==> src/rtl/dvp_pix_capture.sv <==
// DVP camera pixel capture: packs bytes into pixels, crops to a window,
// and reports per-frame completion, geometry errors and a frame count.
// Ports: cam_pclk/sys_rst_n (sync, active-low), cam_href/cam_vsync/cam_data,
//   cap_en -> pix_valid/pix_data/pix_sof/pix_eol, frame_done/frame_err/frame_cnt.
module dvp_pix_capture #(
   parameter int IN_W     = 8,
   parameter int BPP      = 2,
   parameter int PIC_WAIT = 10,
   parameter int H_PIX    = 640,
   parameter int V_LINES  = 480,
   parameter int CROP_X0  = 0,
   parameter int CROP_Y0  = 0,
   parameter int CROP_W   = 640,
   parameter int CROP_H   = 480
) (
   input  logic                cam_pclk,
   input  logic                sys_rst_n,
   input  logic                cam_href,
   input  logic                cam_vsync,
   input  logic [IN_W-1:0]     cam_data,
   input  logic                cap_en,
   output logic                pix_valid,
   output logic [IN_W*BPP-1:0] pix_data,
   output logic                pix_sof,
   output logic                pix_eol,
   output logic                frame_done,
   output logic                frame_err,
   output logic [15:0]         frame_cnt
);

   localparam int OUT_W = IN_W * BPP;

   localparam logic [12:0] X_LO   = 13'(CROP_X0);
   localparam logic [12:0] X_WID  = 13'(CROP_W);
   localparam logic [12:0] X_LAST = 13'(CROP_X0 + CROP_W - 1);
   localparam logic [12:0] Y_LO   = 13'(CROP_Y0);
   localparam logic [12:0] Y_WID  = 13'(CROP_H);
   localparam logic [11:0] H_EXP  = 12'(H_PIX);
   localparam logic [11:0] V_EXP  = 12'(V_LINES);
   localparam logic [1:0]  B_LAST = 2'(BPP - 1);
   localparam logic [7:0]  SK_END = 8'(PIC_WAIT - 1);

   typedef enum logic [1:0] {
      S_WAIT,
      S_IDLE,
      S_ACTIVE
   } state_t;

   state_t           state_q, state_d;
   logic [7:0]       skip_q, skip_d;
   logic [1:0]       byte_q, byte_d;
   logic [11:0]      x_q, x_d;
   logic [11:0]      y_q, y_d;
   logic             err_q, err_d;
   logic             vsync_q, vsync_d;
   logic             href_q, href_d;
   logic [OUT_W-1:0] sh_q, sh_d;
   logic             pv_q, pv_d;
   logic [OUT_W-1:0] pd_q, pd_d;
   logic             sof_q, sof_d;
   logic             eol_q, eol_d;
   logic             done_q, done_d;
   logic             ferr_q, ferr_d;
   logic [15:0]      frame_cnt_q, frame_cnt_d;

   logic             vs_rise, href_fall, pix_done, line_err, in_win;
   logic [OUT_W-1:0] sh_nxt;
   logic [11:0]      y_end, y_pix;
   logic [12:0]      x_off, y_off;

   always_comb begin
      vs_rise   = cam_vsync & ~vsync_q;
      href_fall = href_q & ~cam_href;
      pix_done  = cam_href & (byte_q == B_LAST);
      sh_nxt    = (sh_q << IN_W) | OUT_W'(cam_data);
      line_err  = href_fall & ((byte_q != 2'd0) | (x_q != H_EXP));
      // A line ending on the frame edge still counts toward that frame.
      y_end     = href_fall ? y_q + 12'd1 : y_q;
      // A byte arriving with the vsync edge belongs to the new frame.
      y_pix     = vs_rise ? 12'd0 : y_q;

      state_d     = state_q;
      skip_d      = skip_q;
      done_d      = 1'b0;
      ferr_d      = 1'b0;
      frame_cnt_d = frame_cnt_q;

      unique case (state_q)
         S_WAIT: begin
            if (vs_rise) begin
               skip_d = skip_q + 8'd1;
               if (skip_q == SK_END)
                  state_d = cap_en ? S_ACTIVE : S_IDLE;
            end
         end
         S_IDLE: begin
            if (vs_rise && cap_en)
               state_d = S_ACTIVE;
         end
         S_ACTIVE: begin
            if (vs_rise) begin
               done_d      = 1'b1;
               ferr_d      = err_q | line_err | (y_end != V_EXP);
               frame_cnt_d = frame_cnt_q + 16'd1;
               state_d     = cap_en ? S_ACTIVE : S_IDLE;
            end
         end
         default: state_d = S_WAIT;
      endcase

      vsync_d = cam_vsync;
      href_d  = cam_href;
      err_d   = vs_rise ? 1'b0 : (err_q | line_err);
      sh_d    = cam_href ? sh_nxt : sh_q;

      if (!cam_href) begin
         byte_d = 2'd0;
         x_d    = 12'd0;
      end else if (pix_done) begin
         byte_d = 2'd0;
         x_d    = x_q + 12'd1;
      end else begin
         byte_d = byte_q + 2'd1;
         x_d    = x_q;
      end

      if (vs_rise)
         y_d = 12'd0;
      else if (href_fall)
         y_d = y_q + 12'd1;
      else
         y_d = y_q;

      // Offset compares wrap below the window origin, so one test covers both bounds.
      x_off  = {1'b0, x_q} - X_LO;
      y_off  = {1'b0, y_pix} - Y_LO;
      in_win = (x_off < X_WID) & (y_off < Y_WID);

      pv_d  = pix_done & in_win & (state_d == S_ACTIVE);
      pd_d  = pv_d ? sh_nxt : pd_q;
      sof_d = pv_d & ({1'b0, x_q} == X_LO) & ({1'b0, y_pix} == Y_LO);
      eol_d = pv_d & ({1'b0, x_q} == X_LAST);
   end

   always_ff @(posedge cam_pclk) begin
      if (!sys_rst_n) begin
         state_q     <= S_WAIT;
         skip_q      <= '0;
         byte_q      <= '0;
         x_q         <= '0;
         y_q         <= '0;
         err_q       <= 1'b0;
         vsync_q     <= 1'b0;
         href_q      <= 1'b0;
         sh_q        <= '0;
         pv_q        <= 1'b0;
         pd_q        <= '0;
         sof_q       <= 1'b0;
         eol_q       <= 1'b0;
         done_q      <= 1'b0;
         ferr_q      <= 1'b0;
         frame_cnt_q <= '0;
      end else begin
         state_q     <= state_d;
         skip_q      <= skip_d;
         byte_q      <= byte_d;
         x_q         <= x_d;
         y_q         <= y_d;
         err_q       <= err_d;
         vsync_q     <= vsync_d;
         href_q      <= href_d;
         sh_q        <= sh_d;
         pv_q        <= pv_d;
         pd_q        <= pd_d;
         sof_q       <= sof_d;
         eol_q       <= eol_d;
         done_q      <= done_d;
         ferr_q      <= ferr_d;
         frame_cnt_q <= frame_cnt_d;
      end
   end

   assign pix_valid  = pv_q;
   assign pix_data   = pd_q;
   assign pix_sof    = sof_q;
   assign pix_eol    = eol_q;
   assign frame_done = done_q;
   assign frame_err  = ferr_q;
   assign frame_cnt  = frame_cnt_q;

endmodule

==> config.mk <==
export PLATFORM = sky130hd
export DESIGN_NAME = dvp_pix_capture
export DESIGN_NICKNAME = d
export VERILOG_FILES = /design/src/rtl/dvp_pix_capture.sv
export SDC_FILE = /design/constraint.sdc
export NUM_CORES = 1
export LEC_CHECK = 0
export ABC_AREA = 1
export CELL_PAD_IN_SITES_DETAIL_PLACEMENT = 0
export CELL_PAD_IN_SITES_GLOBAL_PLACEMENT = 1
export CORE_ASPECT_RATIO = 1.25
export CORE_MARGIN = 4
export CORE_UTILIZATION = 40
export DETAILED_ROUTE_END_ITERATION = 8
export HOLD_SLACK_MARGIN = 0.12
export PLACE_DENSITY = 0.89
export SYNTH_ARGS = -nofsm -noshare
export SYNTH_HDL_FRONTEND = slang
export SYNTH_SLANG_ARGS = --single-unit
==> constraint.sdc <==
create_clock -name cam_pclk -period 1.8 [get_ports cam_pclk]
set_clock_uncertainty 0.1 [all_clocks]
set_input_delay 0.45 -clock cam_pclk [delete_from_list [all_inputs] [get_ports cam_pclk]]
set_output_delay 0.45 -clock cam_pclk [all_outputs]
set_load 0.03 [all_outputs]
* After elaboration in Yosys (flattened, before gate mapping)
Cells that the tools add are included.
** Storage, ports and cells
- Flip-flop bits (word level) :: 84
- Input bits :: 13
- Output and inout bits :: 37
- Word-level logic and storage cells :: 69
** Cells by class
- Add/sub/neg operators :: 5
- Order comparisons :: 2
- Eq/ne operators :: 8
- Mux-type cells :: 9
- Bitwise operators :: 17
- Reduce and logical (&&, ||, !) cells :: 12
** Operators with widths (number)
- $add 12x1->12 const B :: 2
- $logic_not 12->1 :: 2
- $mux 12 :: 2
- $add 16x1->16 const B :: 1
- $or 16x8->16 :: 1
- $eq 12x10->1 const B :: 1
- $lt 12x10->1 const B :: 1
- $lt 12x9->1 const B :: 1
- $ne 12x10->1 const B :: 1
- $ne 12x9->1 const B :: 1
- $and 1x1->1 :: 10
- $mux 2 :: 5
- $add 8x1->8 const B :: 1
- $eq 8x4->1 const B :: 1
- $reduce_and 2->1 :: 4
- $pmux 2 s3 :: 1
- $eq 2x1->1 const B :: 2
- $eq 2x2->1 const B :: 2
- $not 1->1 :: 3
- $or 1x1->1 :: 3
- $reduce_and 3->1 :: 1
- $reduce_or 3->1 :: 1
- $add 2x1->2 const B :: 1
- $logic_not 2->1 :: 1
- 4 further kinds :: 4

* Depth between registers and ports, before layout
- Word-level depth :: 9
- Depth in mapped cells :: 13
- Depth with buffers taken out :: 12

* Least setup slack after synthesis
OpenSTA, ideal clock, no wires.
- Kind :: register to register
- Start point :: reg frame_cnt_q[1], in the netlist frame_cnt[1]
- End point :: reg frame_cnt_q[14], in the netlist frame_cnt[14]
- Library setup time :: 111 ps
- Arrival :: 1640 ps
- Data required time :: 1589 ps
- Setup slack :: -51 ps
- Cell stages (with the launch flop) :: 13
- Path buffers :: 0
- Period minus slack after synthesis :: 1851 ps
- Cell sequence :: dfxtp_1 > ha_1 > nand2_1 > nor2_1 > nand2_1 > nor2_2 > nand2_1 > nor2_2 > nand3_1 > inv_1 > nand2_1 > nand2_1 > nor2_1
** On the way
- Longest elaborated chain between the ends :: 1
** RTL lines
- from (decl) :: RTL line 64 : logic [15:0] frame_cnt_q, frame_cnt_d;
- from (signal assigned) :: RTL line 179 : frame_cnt_q <= frame_cnt_d;
- $add 16x1->16 :: RTL line 104 : frame_cnt_d = frame_cnt_q + 16'd1;
Every way passes these cells.
A chain may end at the register's enable or synchronous reset.

* Worst setup path in the final report
- Start point :: reg frame_cnt_q[11], in the netlist frame_cnt[11]
- End point :: out frame_cnt[11]
** RTL lines
- to (decl) :: RTL line 28 : output logic [15:0] frame_cnt
No word-level cell between the ends.

==> out/results.txt <==
The HPWL after detailed placement is 6940 um. The max-slew violation count is 0. Overall track demand over capacity in global routing: 17.3%.

The max-capacitance violation count was 0; the number of distinct library cells after synthesis was 35. The die covers 0.0118 mm2. At the pin with the least slew margin, the transition time is 0.286 ns. The initial utilization of the core area, before any placement, comes to 41.5%.

When the netlist entered floorplanning its net count stood at 599. Via density per instance: 4.79. Yosys attributes the largest share of cell area to sky130_fd_sc_hd__dfxtp_1 41%, sky130_fd_sc_hd__inv_1 9.8%, sky130_fd_sc_hd__nand2_1 9.4%. For the largest net degree at the start of global routing, the log shows 30. Element type at the critical path start: a flip-flop. The later-pin clock latency in the skew report was 0.34 ns. Traced cell by cell, the critical path runs through dlygate4sd2_1.

The initial antenna violation count was 0; the floorplan row count was 40. For this design the total switching power over the nets is 0.000871 W. The total instance count after detailed placement came out at 792. TritonCTS built the clock tree.

The antenna cell count came out at 0. In the final routed layout, each cell accounts on average for 11.9 um. The tools report the number of cells in the finished layout apart from fillers as 818.

Power density normalized to cell area: 723 mW/mm2. In this run the critical register-to-register path is captured at frame_cnt[8]. The synthesized design devotes to its leading area cell type 41.5% of total area. Setup repair after global routing could not meet its margin everywhere. The synthesized flop and latch total is 84.

The path length in cells of the critical path works out to 1. Largest area contributor in the netlist: sky130_fd_sc_hd__dfxtp_1. For the static leakage, the log shows 2.51 nW. In this run the most critical hold path is launched from byte_q[0]. The flow ran to the end, and the final reports show no timing, DRC or antenna violations.

The worst register-to-register path has a depth of 10. The total wire length is 9740 um. The largest single stage delay on the critical path is 0.44 ns. The maximum vdd drop is 0.000459 V, and the share of flip-flops with an asynchronous set or reset after synthesis is 0%. In this run, synthesis inferred 0 flip-flops with an integrated enable. Cell internal power was estimated by the tool at 0.00313 W. The maximum fanout count along the critical path was 6. Buffers inserted during clock tree synthesis total 9. The number of top-level pins came out at 50.

Timing would allow up to 569 MHz. The number of routed nets with antenna violations came out at 0. The class of the tightest hold or removal check was reg2reg.

The deepest clock path buffer count was 2; the cell area after technology mapping was 0.00405 mm2. The H-tree was split into 3 levels. On the final layout, the worst hold slack is 0.363 ns. Setup violations remaining at the end of the flow were counted as 0.

The worst setup path is captured at an output pin. By area, the combinational part of the netlist is dominated by simple AND/OR/NAND/NOR gates. The number of design-rule violations left by the first detailed-router iteration came out at 138.

For this run, design rule violations remaining after detail routing come to 0. The die extent in x is 98.0 um, and the final hold violation count is 0. The worst pin sits at a relative slew slack of 80.4%.

The cell depth of the worst hold path was 1. At the end of the flow the core is filled with cells to 56.8%. The dominant register cell in the synthesized netlist is sky130_fd_sc_hd__dfxtp_1. The clock input transition at the sequential cells of the worst setup and hold paths came out at 0.06 ns. By count the netlist is led by 106 x sky130_fd_sc_hd__inv_1, 101 x sky130_fd_sc_hd__nand2_1, 84 x sky130_fd_sc_hd__dfxtp_1. The via count of the first global-routing pass was 3,770; the fraction of final layout cells with drive strength greater than 1 was 21.1%.

The design draws 0.00400 W. The area fraction in and, or, nand and nor cells after synthesis is 31.5%. Compared with the post-synthesis result, the final layout area differs by 36.7%.

The fraction of synthesized area in multiplexers came out at 0.247%. The global-route wire length before repair was 16,800 um; the post-route fraction of the period consumed by the critical path was 97.6%. The share of power burned in registers was 47.4%; the clock period minus final worst setup slack was 1.76 ns. The worst register-to-register path begins at frame_cnt[1]. The critical path is of the reg2out type. The first detailed-routing pass ran for 4 iterations.

Setup slack on the worst reg-to-reg path comes out at 0.09 ns. Family of cells with the greatest summed delay on the critical path: flip-flops. The number of buffer and inverter stages on the critical path is 1, and the net switching fraction of the power is 21.8%. The synthesized-area fraction occupied by adder cells was 2.47%; the number of nets in the finished design was 708.

The number of buffer cells added on primary ports came out at 49. End of the worst hold path: byte_q[0]. For the critical path data arrival time, the log shows 1.21 ns. In this run the clock root is driven by a sky130_fd_sc_hd__clkbuf_16.

The clock network fraction of total power was 46.9%. The tools report the power share of the combinational group as 5.7%. In the post-synthesis netlist, the cell with the most instances is sky130_fd_sc_hd__inv_1. Summing the areas of all compound-gate instances in the mapped netlist gives 10.7% of the synthesized area.

Across all layers, the routed design uses 3,918 vias. The critical path starts at frame_cnt[11]. The number of warnings reported in the yosys synthesis log was 0; the worst endpoint required time was 1.25 ns. The share of synthesized area occupied by flip-flops and latches is 41.5%, and the per-instance average area after synthesis is 7.01 um2.

The core area was 0.00976 mm2. The library cell contributing the largest single delay on the critical path is sky130_fd_sc_hd__dfxtp_1. Routability-driven placement finished with a final weighted congestion of 0.876.

After global routing the overflow that remains totals 0. The xor and xnor fraction of the mapped netlist area was 1.30%. The floorplan die height came out at 121 um. In the synthesized netlist, the number of instances is 578. The run gives 84 as the clock sink total.
==> power by group through the flow <==
stage          sequential [W]  clock (W)  combinational (W)
4_1_cts               0.00190    0.00193           0.000226
3_3_place_gp          0.00194          0           0.000218
6_report              0.00190    0.00188           0.000227
3_5_place_dp          0.00194          0           0.000222
2_1_floorplan         0.00194          0           0.000120
5_1_grt               0.00190    0.00199           0.000255
==> logic make-up after synthesis <==
family                   count (synthesis)
AND/OR/NAND/NOR                        271
buffers and inverters                  129
AO/OA/AOI/OAI                           79
flip-flops                              84
multiplexers                             1
XOR/XNOR                                 6
adder cells (fa/ha/maj)                  8
==> through the flow <==
stage	cell area [um2]	TNS (ns)	setup slack, ns
detailed placement	5080	-20.82	-0.555
CTS	5390	0	0.0429
global route	5540	-0.102	-0.0468
finish	5540	0	0.0426
floorplan	4060	0	0.0908
global placement	5080	-19.24	-0.540
==> cell usage in the layout, fill, tap and decap left out, types with 3 or more instances in the layout <==
cell type                           n
sky130_fd_sc_hd__o21ai_1            3
sky130_fd_sc_hd__o21ai_0           29
sky130_fd_sc_hd__inv_1            105
sky130_fd_sc_hd__inv_2              8
sky130_fd_sc_hd__nor3_2             3
sky130_fd_sc_hd__xor2_1             5
sky130_fd_sc_hd__nand4_1           27
sky130_fd_sc_hd__nor3b_1            3
sky130_fd_sc_hd__buf_4             58
sky130_fd_sc_hd__clkbuf_16          9
sky130_fd_sc_hd__nor3_1            10
sky130_fd_sc_hd__nand3_2            5
sky130_fd_sc_hd__dfxtp_1           78
sky130_fd_sc_hd__nor2_2            12
sky130_fd_sc_hd__nand3_1           22
sky130_fd_sc_hd__clkdlybuf4s50_1   10
sky130_fd_sc_hd__nand2_2           14
sky130_fd_sc_hd__nand2_1           97
sky130_fd_sc_hd__buf_12             4
sky130_fd_sc_hd__nor2_1            65
sky130_fd_sc_hd__a21oi_1           38
sky130_fd_sc_hd__nor2_4             7
sky130_fd_sc_hd__ha_1               6
sky130_fd_sc_hd__dfxtp_2            4
sky130_fd_sc_hd__dlygate4sd2_1     39
==> metal layers <==
metal,share of wire [%],global-route usage [%],routed length (um),vias up
met2,53,30.6,5110,73
li1,-,-,-,2044
met4,2.1,6.67,202,0
met5,0,0,0,-
met3,3.9,3.87,377,19
met1,42,20.1,4040,1782
==> cell type report <==
type                       count  area, um2
timing repair buffer         113        980
clock buffer                  12        256
multi-input combinational    365       1970
sequential                    84       1690
fill                         954       4220
tap                          126        158
clock inverter                 4       47.5
inverter                     114        430
==> worst max-delay path by stage <==
stage	end	slack (ns)
2_1_floorplan	frame_cnt[14]	0.09
3_3_place_gp	frame_err	-0.54
3_5_place_dp	frame_err	-0.56
4_1_cts	frame_cnt[11]	0.04
5_1_grt	frame_cnt[14]	-0.05
6_report	frame_cnt[11]	0.04
==> registers in the layout, summed over array words and instances, names as in the netlist <==
name / flops
byte_q: 2
err_q: 1
frame_cnt: 16
frame_done: 1
frame_err: 1
href_q: 1
pix_data: 16
pix_eol: 1
pix_sof: 1
pix_valid: 1
sh_q: 8
skip_q: 8
state_q: 2
vsync_q: 1
x_q: 12
y_q: 12
==> repair_timing <==
action / CTS / global route
gates resized for setup: 46 / 30
pin swaps: 9 / 10
hold buffers: 0 / 0
cloned: 0 / 0
buffers inserted: 3 / 7
endpoints found under the setup margin: 66 / 30
Note: power is estimated with default switching activity, not from simulation.
